<file path="src/rtl/div16x8_seq_if.sv">
// Operand/result bundle for the 16/8 sequential divider.
// master drives the request side, slave is the divider.
interface div16x8_seq_if;
    logic        start;
    logic [15:0] dividend;
    logic [7:0]  divisor;
    logic [15:0] quotient;
    logic [7:0]  remainder;
    logic        done_flag;
    logic        busy;
    logic        div_by_zero;

    modport master (
        output start,
        output dividend,
        output divisor,
        input  quotient,
        input  remainder,
        input  done_flag,
        input  busy,
        input  div_by_zero
    );

    modport slave (
        input  start,
        input  dividend,
        input  divisor,
        output quotient,
        output remainder,
        output done_flag,
        output busy,
        output div_by_zero
    );
endinterface

</file>
<file path="src/rtl/div16x8_seq.sv">
// 16/8 unsigned restoring divider, one quotient bit per clock.
// Define DIV_SEG_EN to add a hex 7-segment view of remainder[3:0].
module div16x8_seq (
    input  logic clk,
    input  logic reset_a,
`ifdef DIV_SEG_EN
    output logic seg_a,
    output logic seg_b,
    output logic seg_c,
    output logic seg_d,
    output logic seg_e,
    output logic seg_f,
    output logic seg_g,
`endif
    div16x8_seq_if.slave bus
);

    typedef enum logic [1:0] {
        IDLE,
        RUN,
        DONE
    } state_t;

    state_t      state;
    logic [15:0] dvd_r;
    logic [7:0]  dvs_r;
    logic [7:0]  rem_r;
    logic [4:0]  cnt;

    logic [8:0]  part;
    logic        ge;
    logic [7:0]  diff;
    logic [7:0]  rem_nx;

    // dvd_r shifts out dividend bits and shifts in quotient bits
    assign part   = {rem_r, dvd_r[15]};
    assign ge     = part >= {1'b0, dvs_r};
    assign diff   = part[7:0] - dvs_r;
    assign rem_nx = ge ? diff : part[7:0];

`ifdef DIV_SEG_EN
    logic [6:0] seg;

    function automatic logic [6:0] glyph(input logic [3:0] v);
        logic [6:0] g;
        unique case (v)
            4'h0: g = 7'b1111110;
            4'h1: g = 7'b0110000;
            4'h2: g = 7'b1101101;
            4'h3: g = 7'b1111001;
            4'h4: g = 7'b0110011;
            4'h5: g = 7'b1011011;
            4'h6: g = 7'b1011111;
            4'h7: g = 7'b1110000;
            4'h8: g = 7'b1111111;
            4'h9: g = 7'b1111011;
            4'hA: g = 7'b1110111;
            4'hB: g = 7'b0011111;
            4'hC: g = 7'b1001110;
            4'hD: g = 7'b0111101;
            4'hE: g = 7'b1001111;
            default: g = 7'b1000111;
        endcase
        return g;
    endfunction

    assign {seg_a, seg_b, seg_c, seg_d, seg_e, seg_f, seg_g} = seg;
`endif

    always_ff @(posedge clk or negedge reset_a) begin
        if (!reset_a) begin
            state           <= IDLE;
            dvd_r           <= '0;
            dvs_r           <= '0;
            rem_r           <= '0;
            cnt             <= '0;
            bus.quotient    <= '0;
            bus.remainder   <= '0;
            bus.done_flag   <= 1'b0;
            bus.busy        <= 1'b0;
            bus.div_by_zero <= 1'b0;
`ifdef DIV_SEG_EN
            seg             <= '0;
`endif
        end else begin
            unique case (state)
                IDLE: begin
                    if (bus.start) begin
                        dvd_r    <= bus.dividend;
                        dvs_r    <= bus.divisor;
                        rem_r    <= '0;
                        cnt      <= '0;
                        bus.busy <= 1'b1;
                        state    <= RUN;
                    end
                end
                RUN: begin
                    dvd_r <= {dvd_r[14:0], ge};
                    rem_r <= rem_nx;
                    cnt   <= cnt + 5'd1;
                    if (cnt == 5'd15) begin
                        bus.quotient    <= {dvd_r[14:0], ge};
                        bus.remainder   <= rem_nx;
                        bus.div_by_zero <= (dvs_r == 8'd0);
                        bus.done_flag   <= 1'b1;
                        state           <= DONE;
`ifdef DIV_SEG_EN
                        seg             <= glyph(rem_nx[3:0]);
`endif
                    end
                end
                DONE: begin
                    bus.done_flag <= 1'b0;
                    bus.busy      <= 1'b0;
                    state         <= IDLE;
                end
                default: state <= IDLE;
            endcase
        end
    end

endmodule

</file>
<file path="src/flat_wrapper.sv">
// flat-port wrapper written by rule: the top's interface ports become plain ports
module div16x8_seq_flat 
  (clk, reset_a, bus_start, bus_dividend, bus_divisor, bus_quotient, bus_remainder, bus_done_flag, bus_busy, bus_div_by_zero);
  div16x8_seq_if bus_i ();
  input  logic clk;
  input  logic reset_a;
  input wire logic [$bits(bus_i.start)-1:0] bus_start;
  input wire logic [$bits(bus_i.dividend)-1:0] bus_dividend;
  input wire logic [$bits(bus_i.divisor)-1:0] bus_divisor;
  output wire logic [$bits(bus_i.quotient)-1:0] bus_quotient;
  output wire logic [$bits(bus_i.remainder)-1:0] bus_remainder;
  output wire logic [$bits(bus_i.done_flag)-1:0] bus_done_flag;
  output wire logic [$bits(bus_i.busy)-1:0] bus_busy;
  output wire logic [$bits(bus_i.div_by_zero)-1:0] bus_div_by_zero;
  assign bus_i.start = bus_start;
  assign bus_i.dividend = bus_dividend;
  assign bus_i.divisor = bus_divisor;
  assign bus_quotient = bus_i.quotient;
  assign bus_remainder = bus_i.remainder;
  assign bus_done_flag = bus_i.done_flag;
  assign bus_busy = bus_i.busy;
  assign bus_div_by_zero = bus_i.div_by_zero;
  div16x8_seq u_core (.clk(clk), .reset_a(reset_a), .bus(bus_i));
endmodule
</file>
<file path="config.mk">
export PLATFORM = sky130hd
export DESIGN_NAME = div16x8_seq_flat
export DESIGN_NICKNAME = d
export VERILOG_FILES = /design/src/rtl/div16x8_seq_if.sv /design/src/rtl/div16x8_seq.sv /design/src/flat_wrapper.sv
export SDC_FILE = /design/constraint.sdc
export NUM_CORES = 1
export LEC_CHECK = 0
export ABC_CLOCK_PERIOD_IN_PS = 3390
export BUFFER_PORTS_ARGS = -buffer_cell sky130_fd_sc_hd__buf_2
export CAP_MARGIN = 5
export CORE_MARGIN = 4
export CORE_UTILIZATION = 51
export DETAILED_ROUTE_END_ITERATION = 10
export MAX_ROUTING_LAYER = met4
export PLACE_DENSITY = 0.83
export SKIP_LAST_GASP = 1
export SYNTH_ARGS = -nofsm -noshare
export SYNTH_HDL_FRONTEND = slang
export SYNTH_SLANG_ARGS = --single-unit
</file>
<file path="constraint.sdc">
create_clock -name clk -period 3.39 [get_ports clk]
set_input_delay 0.339 -clock clk [delete_from_list [all_inputs] [get_ports clk]]
set_output_delay 0.339 -clock clk [all_outputs]
set_load 0.005 [all_outputs]
</file>
==> Flow_metrics.wiki <==
{| class="wikitable"
! Metric !! Value
|-
| Crit Path Category || flip-flop to flip-flop
|-
| Fin Clk Skew || 6.578 ps
|-
| Violations in the final reports || negative hold slack
|-
| Total power density per cell area || 1094 nW/µm²
|-
| Overflow left after global routing || 0
|-
| Unrepaired setup endpoints after global routing || no
|-
| Worst slew margin relative to its limit || 50.30%
|-
| Async set or reset register ratio after synthesis || 100.0%
|-
| Hold crit path type || input pin to asynchronous set/reset pin
|-
| End of the critical path || u_core.rem_r[0]
|-
| Initial core utilization || 53.13%
|-
| Final hold vios || 9
|-
| Global routing usage summed across all routing layers || 20.65%
|-
| CTS Buffer Depth || 2
|-
| Area grow syn2layout || 16.82%
|-
| Worst path arrival time || 2910 ps
|-
| Mean routed wirelength per cell || 16.02 µm
|-
| Final critical delay including setup and external delays || 2649 ps
|-
| Core outline area || 5991 µm²
|-
| Average instance area after synthesis || 10.23 µm²
|-
| Number of flops mapped to enable cells by yosys || 0
|-
| Tcrit/Tclk final || 78.15%
|-
| Reg-to-reg slack, setup || 740 ps
|-
| CTS clk-pin slew, worst paths || 70 ps
|-
| Post-Syn Instances || 311
|-
| PostCTS Resize Cnt || 0
|-
| Leading cell types in the layout, fill and taps excluded || sky130_fd_sc_hd__dfrtp_1, sky130_fd_sc_hd__buf_2, sky130_fd_sc_hd__nand2_1, sky130_fd_sc_hd__o21ai_0, sky130_fd_sc_hd__a21oi_1
|-
| Share of final-layout standard cells stronger than drive strength 1 || 25.34%
|-
| X dimension of the die || 87 µm
|-
| Flops & latches, synth || 66
|-
| Net total in the final layout || 401
|-
| Data required time at the worst endpoint || 3650 ps
|-
| FP Rows || 28
|-
| Final GP Congestion || 0.8621
|-
| Sinks on Clock Net || 66
|-
| Post-route total power || 0.004069 W
|-
| Synthesized Nets || 349
|-
| Antenna violations before repair || 0
|-
| Top Ports || 54
|-
| Worst path buffer plus inverter count || 1
|-
| Worst hold slack after final layout || -3.458 ps
|-
| Most used DFF post-synth || sky130_fd_sc_hd__dfrtp_1
|-
| Critical-path top delay cell || sky130_fd_sc_hd__a21oi_2
|-
| Multi-input logic area || 1410 µm²
|-
| Vias per cell || 5.704
|-
| Y dimension of the die || 87 µm
|-
| Worst-Margin Slew || 742.8 ps
|-
| Unique masters post-synth || 41
|-
| Leakage component of the power || 1.732 nW
|-
| Maximum net fanout on the critical path || 11
|-
| Critical path launch point || u_core.dvs_r[1]
|-
| Number of DRC violations after detailed-routing iteration 0 || 234
|-
| Total via count after detailed routing || 2521
|-
| Number of max-cap violations || 0
|-
| Final setup viols || 0
|-
| Cell-by-cell listing of the critical path || inv_1 > ha_1 > nor2b_4 > o31a_1 > or3_1 > a21oi_2 > mux2_4 > o21ai_1
|-
| Pre-Repair DR Iteration Count || 4
|-
| Total Die Area || 7569 µm²
|-
| Sort of element at the start of the critical path || flip-flop
|-
| Post-layout instance area || 3719 µm²
|-
| Count of warnings emitted by yosys || 0
|-
| Pin count of the biggest net entering global routing || 44
|-
| WP depth || 8
|-
| HPWL reported at the end of detailed placement || 4962 µm
|-
| Remaining number of nets flagged by the antenna check after routing || 0
|-
| Worst supply voltage drop on vdd || 521.7 µV
|-
| Post-cts hold buffer count || 0
|-
| Commonest non-fill, non-tap cell in the layout || sky130_fd_sc_hd__dfrtp_1
|-
| First-pass GRT wire length || 11670 µm
|-
| CTS HTree Levels || 3
|-
| Final-report max-slew violation count || 0
|-
| Result of the run || complete, but fails checks
|-
| Antenna diodes || 0
|-
| DRC viols || 0
|-
| Instance area at placement || 3500 µm²
|-
| Reg-to-reg critical path startpoint || u_core.dvs_r[1]
|-
| Wire length after detailed routing || 7082 µm
|-
| Sequential share of the synthesized area || 51.89%
|-
| Endpoint of the lowest-slack register-to-register path || u_core.rem_r[0]
|-
| Clock insertion delay at the later pin of the skew report || 340 ps
|-
| Buffer cell driving the clock tree root || sky130_fd_sc_hd__clkbuf_8
|-
| Fmax || 377.5 MHz
|-
| Area used by sequential logic in the layout || 1652 µm²
|-
| Postcts setup bufs || 0
|-
| Final core utilization || 62.07%
|-
| Synthesized cell area || 3183 µm²
|-
| Port Buf Inserts || 53
|-
| Worst r2r path cells || 8
|-
| Cell class contributing the biggest share of worst-path delay || compound AO/OA/AOI/OAI gates
|-
| Cts bufs inserted || 9
|-
| Type of destination of the critical path || flip-flop
|-
| Via count of the first global-routing pass || 2412
|-
| Setup total negative slack || 0 ps
|-
| Final-layout fill cell count || 484
|-
| CP peak stage delay || 580 ps
|-
| Clock tree from TritonCTS || yes
|}
[flip-flops by register name, summed over array words and instances (netlist names)]
register and flops:
u_core.rem_r 8, u_core.bus.quotient 16, u_core.bus.done_flag 1, u_core.bus.busy 1, u_core.state 2, u_core.bus.div_by_zero 1, u_core.dvd_r 16, u_core.bus.remainder 8
u_core.cnt 5, u_core.dvs_r 8
[worst reg2reg max path, delay by kind of cell (launching register included)]
| kind | cells | cell delay (ps) |
|---|---|---|
| buffers and inverters | 1 | 70 |
| adders and majority gates | 1 | 280 |
| DFF | 1 | 390 |
| muxes | 1 | 360 |
| AOI/OAI and AO/OA | 3 | 1000 |
| and+or+nand+nor | 2 | 460 |
[Yosys cell counts, drive strengths merged (3+ instances only)]
cell    number  area share, %
a21oi       18            2.9
a22oi       16            3.8
and3         3           0.63
buf          5           0.98
clkbuf      11            1.3
dfrtp       66             52
ha          10            3.9
inv         13            1.5
mux2        17            6.2
mux2i        4            1.3
nand2       36            4.3
nand3        4           0.63
nor2         9            1.1
nor2b       18            4.0
nor3         5           0.79
o21a         7            1.7
o21ai       48            7.5
[stage by stage]
| step | worst slack (ps) | cells | hold slack [ps] |
|---|---|---|---|
| CTS | 755.3 | 442 | 3.856 |
| global route | 597.9 | 442 | 27.08 |
| detailed placement | 766.9 | 427 | 373.8 |
| global placement | 849.8 | 427 | 345.1 |
| floorplan | 1206 | 311 | 43.41 |
| finish | 740.9 | 442 | -3.458 |
[logic make-up after synthesis]
kind of cell	synth area share, %
xor gates and xnor gates	0.5504
buffers and inverters	3.813
and+or+nand+nor	12.93
DFF	51.89
muxes	7.508
adders and majority gates	4.560
AOI/OAI and AO/OA	18.75
[power by group]
| part | leakage, nW | total (W) | switching [W] | internal (W) |
|---|---|---|---|---|
| logic | 0.823 | 0.00187 | 0.000983 | 0.000891 |
| registers | 0.799 | 0.00146 | 0.000294 | 0.00117 |
| clock network | 0.110 | 0.000732 | 0.000281 | 0.000451 |
[layout make-up]
type,instances,area share (%)
multi-input cells,216,37.92
inverters,13,1.312
repair buffers,57,7.941
clock buffers,13,4.273
flip-flops and latches,66,44.41
well taps,75,2.524
clock inverters,2,1.615
[routing by layer]
| layer | track usage (%) | share of wire, % |
|---|---|---|
| met4 | 11.90 | 3.2 |
| met1 | 26.98 | 45 |
| met5 | - | 0 |
| met3 | 3.122 | 4.6 |
| met2 | 30.64 | 47 |
[worst min-delay path by stage]
stage	from	end	slack, ps
final	reset_a	u_core.dvs_r[7]	-3
after global routing	reset_a	u_core.dvs_r[7]	30
after CTS	reset_a	u_core.rem_r[0]	4
after detailed placement	reset_a	u_core.bus.remainder[4]	370
after global placement	reset_a	u_core.bus.remainder[4]	350
after floorplan	reset_a	u_core.bus.busy	40
Note: power is estimated with default switching activity, not from simulation.
